--- config.mk ---
export PLATFORM = sky130hd
export DESIGN_NAME = mar_arb
export DESIGN_NICKNAME = d
export VERILOG_FILES = /design/src/rtl/mar_arb_pkg.sv /design/src/rtl/mar_arb_lat_cnt.sv /design/src/rtl/mar_arb.sv
export SDC_FILE = /design/constraint.sdc
export NUM_CORES = 1
export LEC_CHECK = 0
export ABC_AREA = 1
export CAP_MARGIN = 0
export CORE_UTILIZATION = 35
export CTS_BUF_LIST = sky130_fd_sc_hd__clkbuf_4 sky130_fd_sc_hd__clkbuf_8
export DETAILED_ROUTE_END_ITERATION = 10
export GPL_TIMING_DRIVEN = 0
export HOLD_SLACK_MARGIN = 0.05
export PLACE_DENSITY = 0.62
export SYNTH_ARGS = -nofsm -noshare
export SYNTH_HDL_FRONTEND = slang
export SYNTH_SLANG_ARGS = --single-unit
export TNS_END_PERCENT = 10
--- constraint.sdc ---
create_clock -name CLK -period 1.2 [get_ports CLK]
set_clock_uncertainty 0.15 [all_clocks]
set_input_delay 0.3 -clock CLK [delete_from_list [all_inputs] [get_ports CLK]]
set_output_delay 0.3 -clock CLK [all_outputs]
set_load 0.01 [all_outputs]
--- src/rtl/mar_arb_pkg.sv ---
// Shared definitions for the MAR arbiter: FSM state encoding, GNT codes,
// default memory latency and latency-counter width.
package mar_arb_pkg;

  typedef enum logic [1:0] {
    ST_IDLE = 2'd0,
    ST_LOAD = 2'd1,
    ST_READ = 2'd2,
    ST_ACK  = 2'd3
  } state_t;

  localparam logic [1:0] GNT_NONE  = 2'b00;
  localparam logic [1:0] GNT_FETCH = 2'b01;
  localparam logic [1:0] GNT_OPER  = 2'b10;

  localparam int MEM_LAT_DEF = 2;
  localparam int CNT_W       = 4;

endpackage

--- src/rtl/mar_arb_lat_cnt.sv ---
// Memory-latency down-counter: loaded at the start of a transaction,
// decremented during the read phase, flags when one cycle remains.
module mar_arb_lat_cnt
  import mar_arb_pkg::*;
(
  input  logic             CLK,
  input  logic             RST,
  input  logic             load,
  input  logic [CNT_W-1:0] value,
  input  logic             dec,
  output logic             is_one
);

  logic [CNT_W-1:0] count;

  always_ff @(posedge CLK or negedge RST) begin
    if (!RST) begin
      count <= '0;
    end else if (load) begin
      count <= value;
    end else if (dec && count != '0) begin
      count <= count - 1'b1;
    end
  end

  assign is_one = (count == CNT_W'(1));

endmodule

--- src/rtl/mar_arb.sv ---
// MAR load arbiter between instruction-fetch and operand requests (Moore FSM).
// Define MAR_ARB_RR_EN for round-robin on simultaneous requests; default is operand-first.
module mar_arb
  import mar_arb_pkg::*;
#(
  parameter int MEM_LAT = MEM_LAT_DEF
) (
  input  logic       CLK,
  input  logic       RST,
  input  logic       FETCH_REQ,
  input  logic       OPER_REQ,
  output logic       LD_MAR_PC,
  output logic       LD_MAR_MBR,
  output logic       MEM_RD,
  output logic       FETCH_ACK,
  output logic       OPER_ACK,
  output logic [1:0] GNT,
  output logic       BUSY
);

  localparam logic [CNT_W-1:0] LAT_VAL = CNT_W'(MEM_LAT);

  state_t     state, state_nxt;
  logic [1:0] owner, winner;
  logic       any_req, cnt_one, lat_load, lat_dec;

  assign any_req = FETCH_REQ | OPER_REQ;

`ifdef MAR_ARB_RR_EN
  // last_oper remembers whether the operand side owned the previous grant
  logic last_oper;

  always_comb begin
    winner = GNT_FETCH;
    if (FETCH_REQ && OPER_REQ) begin
      winner = last_oper ? GNT_FETCH : GNT_OPER;
    end else if (OPER_REQ) begin
      winner = GNT_OPER;
    end
  end

  always_ff @(posedge CLK or negedge RST) begin
    if (!RST) begin
      last_oper <= 1'b1;
    end else if (state == ST_IDLE && any_req) begin
      last_oper <= (winner == GNT_OPER);
    end
  end
`else
  assign winner = OPER_REQ ? GNT_OPER : GNT_FETCH;
`endif

  always_ff @(posedge CLK or negedge RST) begin
    if (!RST) begin
      state <= ST_IDLE;
      owner <= GNT_NONE;
    end else begin
      state <= state_nxt;
      if (state == ST_IDLE && any_req) begin
        owner <= winner;
      end
    end
  end

  assign lat_load = (state == ST_LOAD);
  assign lat_dec  = (state == ST_READ);

  mar_arb_lat_cnt u_lat_cnt (
    .CLK    (CLK),
    .RST    (RST),
    .load   (lat_load),
    .value  (LAT_VAL),
    .dec    (lat_dec),
    .is_one (cnt_one)
  );

  // Outputs depend only on state and the latched owner, so GNT holds from LOAD to ACK
  always_comb begin
    state_nxt  = state;
    LD_MAR_PC  = 1'b0;
    LD_MAR_MBR = 1'b0;
    MEM_RD     = 1'b0;
    FETCH_ACK  = 1'b0;
    OPER_ACK   = 1'b0;
    GNT        = GNT_NONE;
    BUSY       = 1'b0;
    case (state)
      ST_IDLE: begin
        if (any_req) state_nxt = ST_LOAD;
      end
      ST_LOAD: begin
        LD_MAR_PC  = (owner == GNT_FETCH);
        LD_MAR_MBR = (owner == GNT_OPER);
        GNT        = owner;
        BUSY       = 1'b1;
        state_nxt  = ST_READ;
      end
      ST_READ: begin
        MEM_RD = 1'b1;
        GNT    = owner;
        BUSY   = 1'b1;
        if (cnt_one) state_nxt = ST_ACK;
      end
      ST_ACK: begin
        FETCH_ACK = (owner == GNT_FETCH);
        OPER_ACK  = (owner == GNT_OPER);
        GNT       = owner;
        BUSY      = 1'b1;
        state_nxt = ST_IDLE;
      end
      default: state_nxt = ST_IDLE;
    endcase
  end

endmodule
# Yosys cells after proc, flatten, opt, wreduce, memory -nomap -nowiden
# Index checks and enable logic that the tools add are counted.
# W data, S select, Z words.
[totals] regBits=8 inputBits=4 output_inout_bits=8
[classes] add_sub_neg=1 n_eq_ne=8 n_mux=13 bitwise_logic=1 reduce_logical=7
[ops] cell="$mux W2" count=4
[ops] cell="$mux W4" count=2
[ops] cell="$pmux W2 S4" count=1
[ops] cell="$eq A2 B2 Y1 const B" count=3
[ops] cell="$mux W1" count=6
[ops] cell="$eq A2 B1 Y1 const B" count=2
[ops] cell="$eq A4 B1 Y1 const B" count=1
[ops] cell="$ne A2 B2 Y1 const B" count=2
[ops] cell="$reduce_bool A4 Y1" count=1
[ops] cell="$sub A4 B1 Y4 const B" count=1
[ops] cell="$reduce_or A3 Y1" count=1
[ops] cell="$logic_and A1 B1 Y1" count=2
[ops] cell="$logic_not A2 Y1" count=1
[ops] cell="$reduce_and A2 Y1" count=1
[ops] cell="$reduce_bool A2 Y1" count=1
[ops] cell="$or A1 B1 Y1" count=1

# Depth between registers and ports, before layout
[logic_depth] ltp_word=4 ltp_mapped=7

# Hierarchy
# Synthesis repeated with hierarchy kept, for this count alone.
[unflattened] hier_cells=78 hier_area_um2=574.3
[by_module_without_submodules] mod="mar_arb" n_inst=1 cells_each=41 area_per_inst_um2=292.8
[by_module_without_submodules] mod="mar_arb_lat_cnt" n_inst=1 cells_each=37 area_per_inst_um2=281.5

# Worst setup path after synthesis
# OpenSTA, ideal clock, no wires.
[synth_timing] path_kind="register to output" start="reg state[1]" end="out LD_MAR_MBR" t_arrival_ns=1.024 slack_ns=-0.274 path_stages_with_launch=5 n_path_buf=0 path_cell_list="dfrtp_1 inv_1 ha_1 inv_1 nor3_1"
[synth_via] elab_chain_len=2
[synth_rtl] item="start: declaration" line="mar_arb.sv:23" source="state_t state, state_nxt;"
[synth_rtl] item="start signal: assignment" line="mar_arb.sv:58" source="state <= state_nxt;"
[synth_rtl] item="$eq A2 B1 Y1" line="mar_arb.sv:87" source="case (state)"
[synth_rtl] item="$mux W1" line="mar_arb.sv:87"
[synth_rtl] item="end: declaration" line="mar_arb.sv:13" source="output logic LD_MAR_MBR,"
# No other way between the ends.

# Worst setup path after layout
[layout_timing] start="reg state[0]" end="out GNT[1]"
[layout_via] elab_chain_len=3 word_cells_on_any_way=5 cone_classes="eq/ne: 3; mux: 1; reduce/logical: 1"
[layout_rtl] item="$eq A2 B1 Y1 / $eq A2 B2 Y1 (equally long branches)" line="mar_arb.sv:87"
[layout_rtl] item="$reduce_or A3 Y1 (no line) *"
[layout_rtl] item="$mux W2 *" line="mar_arb.sv:87"
[layout_rtl] item="end: declaration" line="mar_arb.sv:17" source="output logic [1:0] GNT,"
# Every way passes the cells marked *; elsewhere a longest branch is shown, timed or not.

==> flow_summary.toml <==
[yosys]
ys_ff_latch = 8
netlist_area_um2 = 549.3
synth_ff_type = "dfrtp_1"
synth_edf_count = 0
synth_xor_xnor_area_share_pct = 0
synth_top_family_by_area = "simple AND/OR/NAND/NOR gates"
postSynth.asyncResetShare_pct = 100.0
avgSynthCellArea_um2 = 7.847
synth-simple-area-share_pct = 33.26
synth_warnings = 0
synth-compound-area-share_pct = 5.011
yosysMostFrequentCell = "nand2_1"
syn_inst = 70
synth.distinct_cells = 16
synth-adder-area-share_pct = 15.95
syn_nets = 81
synth_top_area_share_pct = 36.45
synth_area_leaders = "dfrtp_1 (36%), ha_1 (16%), nand2_1 (8.9%)"
synth-seq-area-share_pct = 36.45
yosys-top-cells-count = "nand2_1 (13), inv_1 (12), dfrtp_1 (8)"
synth_mux_area_share_pct = 0
synth_top_cell_by_area = "dfrtp_1"

[detailed_routing]
drc = 0
drtIter0Drc = 5
drt_pass1_iterations = 4
wirelength_mm = 1.669
vias = 575
ant_nets = 0
detail_route.wl_per_cell_um = 14.77
vias_per_cell = 5.088

[run_status]
violations = "negative setup slack"
run_status = "finished with violations"

[cts]
numClockSinks = 8
h-tree-depth = 1
tritoncts.num_buffers = 3
ctsHoldBuffers = 0
cts_tree = "done"
clk_path_buf_depth = 2
insertion_delay_ns = 0.27
root_buffer = "clkbuf_4"
path_clk_slew_ns = 0.06

[floorplan]
die_h_um = 41.62
dieArea_um2 = 1732
die_w_um = 41.62
floorplan.initialDensity_pct = 39.73
ioPinCount = 12
core_um2 = 1383
num_rows = 13

[finish]
n_antenna_cell = 0
num-fill-cells = 95
synthToLayoutAreaGrowth_pct = 71.07
multiInputGateArea_um2 = 437.9
drive_gt1_share_pct = 57.14
final_util_pct = 67.96
num-nets-final = 111
seq_area_um2 = 201.4

[setup_path]
cpMaxStageDelayCell = "dfrtp_2"
path_class = "flip-flop to output pin"
max_stage_delay_ns = 0.42
crit_path_end_kind = "output pin"
crit_family = "flip-flops"
cp_data_arrival_time_ns = 1.23
worstPathCellList = "buf_4 -> inv_6 -> ha_4 -> nor2_2 -> buf_2"
cp-start-kind = "flip-flop"
critPathRequiredTime_ns = 0.75
worst-path-buf-inv = 3
crit_fanout = 4

[power_and_ir_drop]
p_leak_uw = 0.0004614
cellPowerDensity_nw_per_um2 = 2927
max-vdd-ir-drop_mv = 1.324

[global_routing]
grt_pass1_wl_mm = 2.490
gr-total-overflow = 0
grtUsageMet1_pct = 20.65
global_route.usage.met3_pct = 7.826
met2_usage_pct = 32.81
antenna_found_initial = 0
grt_pass1_vias = 572
track_usage_pct = 20.22
grt.busiest_layer = "met2"
grt_max_degree = 9

[sta]
finalMaxSlewViolations = 0
max_freq_mhz = 594.4
finalSetupViolCount = 16
whs_ns = 0.1616
fin_crit_ns = 1.682
worst_slack_ns = -0.4823
tightest_slew_ns = 0.3767
timing.final.crit_share_pct = 140.2
hold_violations = 0
relSlewSlack_pct = 74.80
grt_setup_unrepaired = "true"

[job]
cap_violations = 0

[min_path]
min_path_type = "input port to async pin"

[place]
gp_congestion = 0.8060
dp_hpwl_um = 862.6
post-place-ws_ns = -0.6731
io_buffers = 11
## per-stage QoR
stage	cells	cell area [um2]	setup TNS [ns]	power, uW
6_report	113	939.7	-5.557	2751
5_1_grt	113	939.7	-6.316	2934
4_1_cts	112	883.3	-5.327	2451
3_5_place_dp	96	735.7	-6.249	1804
3_3_place_gp	96	735.7	-5.897	1783
2_1_floorplan	70	606.8	-0.9199	1410
## repair_timing
item / 4_1_cts / 5_1_grt
buffers inserted: 13 / 1
resized for setup: 49 / 9
endpoints found under the setup margin: 16 / 16
pin swaps: 3 / 3
## kinds of logic after synthesis
logic type                 after synthesis
buffers and inverters                   13
and+or+nand+nor                         38
AOI/OAI and AO/OA                        4
DFF                                      8
adders and majority gates                7
## placed cells by master, fill, tap and decap left out, drive strengths merged
| cell type | n |
|---|---|
| buf | 22 |
| nand2 | 18 |
| inv | 13 |
| dfrtp | 8 |
| nand3 | 8 |
| nor2 | 8 |
| ha | 7 |
| nor3 | 4 |
| clkbuf | 3 |
| clkdlybuf4s50 | 3 |
| o21ai | 2 |
| o21a | 1 |
| a31oi | 1 |
## flip-flops by register name, summed over array words and instances (netlist names)
name             count
owner                2
u_lat_cnt.count      4
state                2
## path summary, 6_finish.rpt
path	from	end	slack [ns]	cells past startpoint
hold reg to reg	u_lat_cnt.count[0]$_DFFE_PN0P_	u_lat_cnt.count[0]$_DFFE_PN0P_	0.41	2
min in group CLK	u_lat_cnt.count[0]$_DFFE_PN0P_	u_lat_cnt.count[0]$_DFFE_PN0P_	0.41	2
max in group asynchronous	RST	state[0]$_DFFE_PN0P_	0.43	1
hold / removal	RST	owner[0]$_DFFE_PN0P_	0.16	1
setup reg to reg	state[1]$_DFFE_PN0P_	state[0]$_DFFE_PN0P_	-0.26	8
setup / recovery	state[0]$_DFFE_PN0P_	GNT[1]	-0.48	5
## where the power goes
part           switching [uW]  internal (uW)
sequential                116            392
clock                     101            115
combinational            1090            935
## per-layer routing
layer | part of all wire, % | routed length, um
met1 | 35 | 591
met2 | 54 | 893
met3 | 5.5 | 91
met4 | 5.6 | 93
met5 | 0 | 0
## area by class of cell
cell class / instances / area share (%)
Clock buffer: 3 / 2.397
Inverter: 13 / 7.057
Multi-Input combinational cell: 49 / 46.60
Sequential cell: 8 / 21.44
Tap cell: 15 / 1.997
Timing Repair Buffer: 25 / 20.51
(Power assumes the default switching activity.)
==> RTL edit (same settings) <==
The option `MAR_ARB_RR_EN` is turned on by a define.
--- a/src/rtl/mar_arb.sv
+++ b/src/rtl/mar_arb.sv
@@ -1,5 +1,7 @@
 // MAR load arbiter between instruction-fetch and operand requests (Moore FSM).
 // Define MAR_ARB_RR_EN for round-robin on simultaneous requests; default is operand-first.
+`define MAR_ARB_RR_EN
+
 module mar_arb
   import mar_arb_pkg::*;
 #(
Behaviour: not the same (Yosys sat finds a counterexample within 4 cycles, from zero or initial values and one cycle with RST low).
==> RTL edit against the unedited design <==
Routed wire length fell by 15%. Largest power group unchanged. Area after synthesis rose by 7.5%. Sequential cell count rose by 1. Power fell by 7.0%. Count of clock-buffer cells in the layout rose by 1. The run still ends with setup timing left. Critical path type unchanged. Register-to-register slack got worse by 40 ps. Cell area fell by 3.2%. Worst setup slack got worse by 2.1 ps.
==> RTL edit: results (changes against the unedited design) <==
setup ws final=-484 ps (-2.12 ps); Synth Flop Type=dfrtp_1; vias in the first global route=546 (-4.5%); final setup vio count=17 (+1); switching share of power=45.5% (-2.1 points); worst-path maximum fanout=3 (-1); post-detail-place hpwl=958 µm (+11%); CTS Buffer Depth=2 (unchanged); clock-pin slew on the worst setup and hold paths=60 ps (about the same); DP Cell Count=100 (+4.2%); DRT Pass-1 Iters=6 (+2); largest net degree at the start of global routing=10 (+1); n_diodes=0 (unchanged); fillcell total=149 (+57%); leakage dissipation=0.441 nW (-4.3%); worst-margin pin slew=437 ps (+59.9 ps); drt first-iter violations=7 (+2); wl on met1=586 µm (-0.85%); biggest regs=u_lat_cnt.count (4), owner (2), state (2); CTS buffer count=3 (unchanged); RePlAce Congestion=0.774 (-4.0%); routed via count=556 (-3.3%); hold crit path type=in2async; initial antenna violation count=0 (unchanged); DR top layer=met4; wire per inst=12.5 µm (-15%); root buffer cell=clkbuf_4; Clock Latency Late Sink=260 ps; met2 WL=741 µm (-17%); first-pass GRT wire length=2440 µm (-2.2%); top post-synthesis cells by area=dfrtp_1, ha_1, inv_1; data arrival time at the worst-slack endpoint=1230 ps (about the same); H-tree Lvls=1 (unchanged); cell count after synthesis=73 (+4.3%); Port Buffers=11 (unchanged); fraction of layout cells with a size suffix above 1=50.0% (-7.1 points); failing checks=setup timing; worst setup path start=state[0]; ys async rst share=100% (unchanged); RR Startpoint=state[1]; final non-filler cell total=114 (+0.88%); peak supply drop=1540 µV (+16%); Total GRT Usage=18.2% (-2.0 points); Syn. warnings=0 (unchanged); post-synth net total=85 (+4.9%); WL met3=63 µm (-31%); Distinct cells, synth=18 (+2); register area share after synthesis=38.3% (+1.9 points); status=finished, violations left; most frequent cells after synthesis=inv_1, nand2_1, dfrtp_1, ha_1
RTL edit: cell count changes in the layout (fill, tap and decap cells not counted), sizes merged, moves of 2 or more:
cell / before / now
buf: 22 / 18
nand2: 18 / 14
nand3: 8 / 5
a21oi: 0 / 2
inv: 13 / 15
o211ai: 0 / 2
o21ai: 2 / 4
RTL edit: cell type report:
cell class                      count  area [µm²]  area share, %
Tap cell                           16        20.0           2.20
Timing Repair Buffer               21         156           17.2
Sequential cell                     9         229           25.2
Inverter                           15        66.3           7.29
Multi-Input combinational cell     49         408           44.8
Clock buffer                        4        30.0           3.30
RTL edit: layer usage:
metal | vias to the layer above | global-route usage (%)
li1 | 283 | -
met1 | 252 | 21.6
met2 | 15 | 30.3
met3 | 6 | 3.83
met4 | 0 | 10.3
met5 | - | 0
RTL edit: worst paths after layout:
check	to	slack, ps	depth (start not counted)
setup / recovery	LD_MAR_PC	-480	5
hold / removal	state[1]	190	1
setup reg to reg	u_lat_cnt.count[0]	-300	8
hold reg to reg	last_oper	340	2
max in group asynchronous	last_oper	380	1
min in group CLK	last_oper	340	2
RTL edit: kinds of logic after synthesis:
group,synth area share (%)
simple gates,23.7
fa+ha+maj,16.9
compound gates,11.4
flops,38.3
buf+inv,9.53
RTL edit: metrics by stage:
| step | setup slack (ps) | setup TNS (ps) | power, W | instance area, µm² |
|---|---|---|---|---|
| final | -484 | -5860 | 0.00256 | 910 |
| after global routing | -543 | -6990 | 0.00278 | 910 |
| after CTS | -480 | -5940 | 0.00248 | 887 |
| after detailed placement | -653 | -6610 | 0.00193 | 788 |
| after global placement | -635 | -6420 | 0.00190 | 788 |
| after floorplan | -83.4 | -861 | 0.00151 | 658 |
RTL edit: power groups by stage:
| stage | logic [W] | clock network [W] | registers, W |
|---|---|---|---|
| 2_1_floorplan | 0.000921 | 0 | 0.000587 |
| 3_3_place_gp | 0.00129 | 0 | 0.000610 |
| 3_5_place_dp | 0.00132 | 0 | 0.000610 |
| 4_1_cts | 0.00161 | 0.000279 | 0.000587 |
| 5_1_grt | 0.00188 | 0.000287 | 0.000611 |
| 6_report | 0.00170 | 0.000265 | 0.000590 |
RTL edit: critical path: stages, from the launching register on:
cell     delay (ps)
dfrtp_2         430
buf_6           130
ha_4            170
inv_6            70
nor3_4           30
buf_2           140
RTL edit: what timing repair did:
action / 4_1_cts / 5_1_grt
gates resized for setup: 47 / 4
hold endpoints to repair: 0 / 0
pin swaps: 2 / 0
setup buffers: 9 / 1
endpoints found under the setup margin: 17 / 17
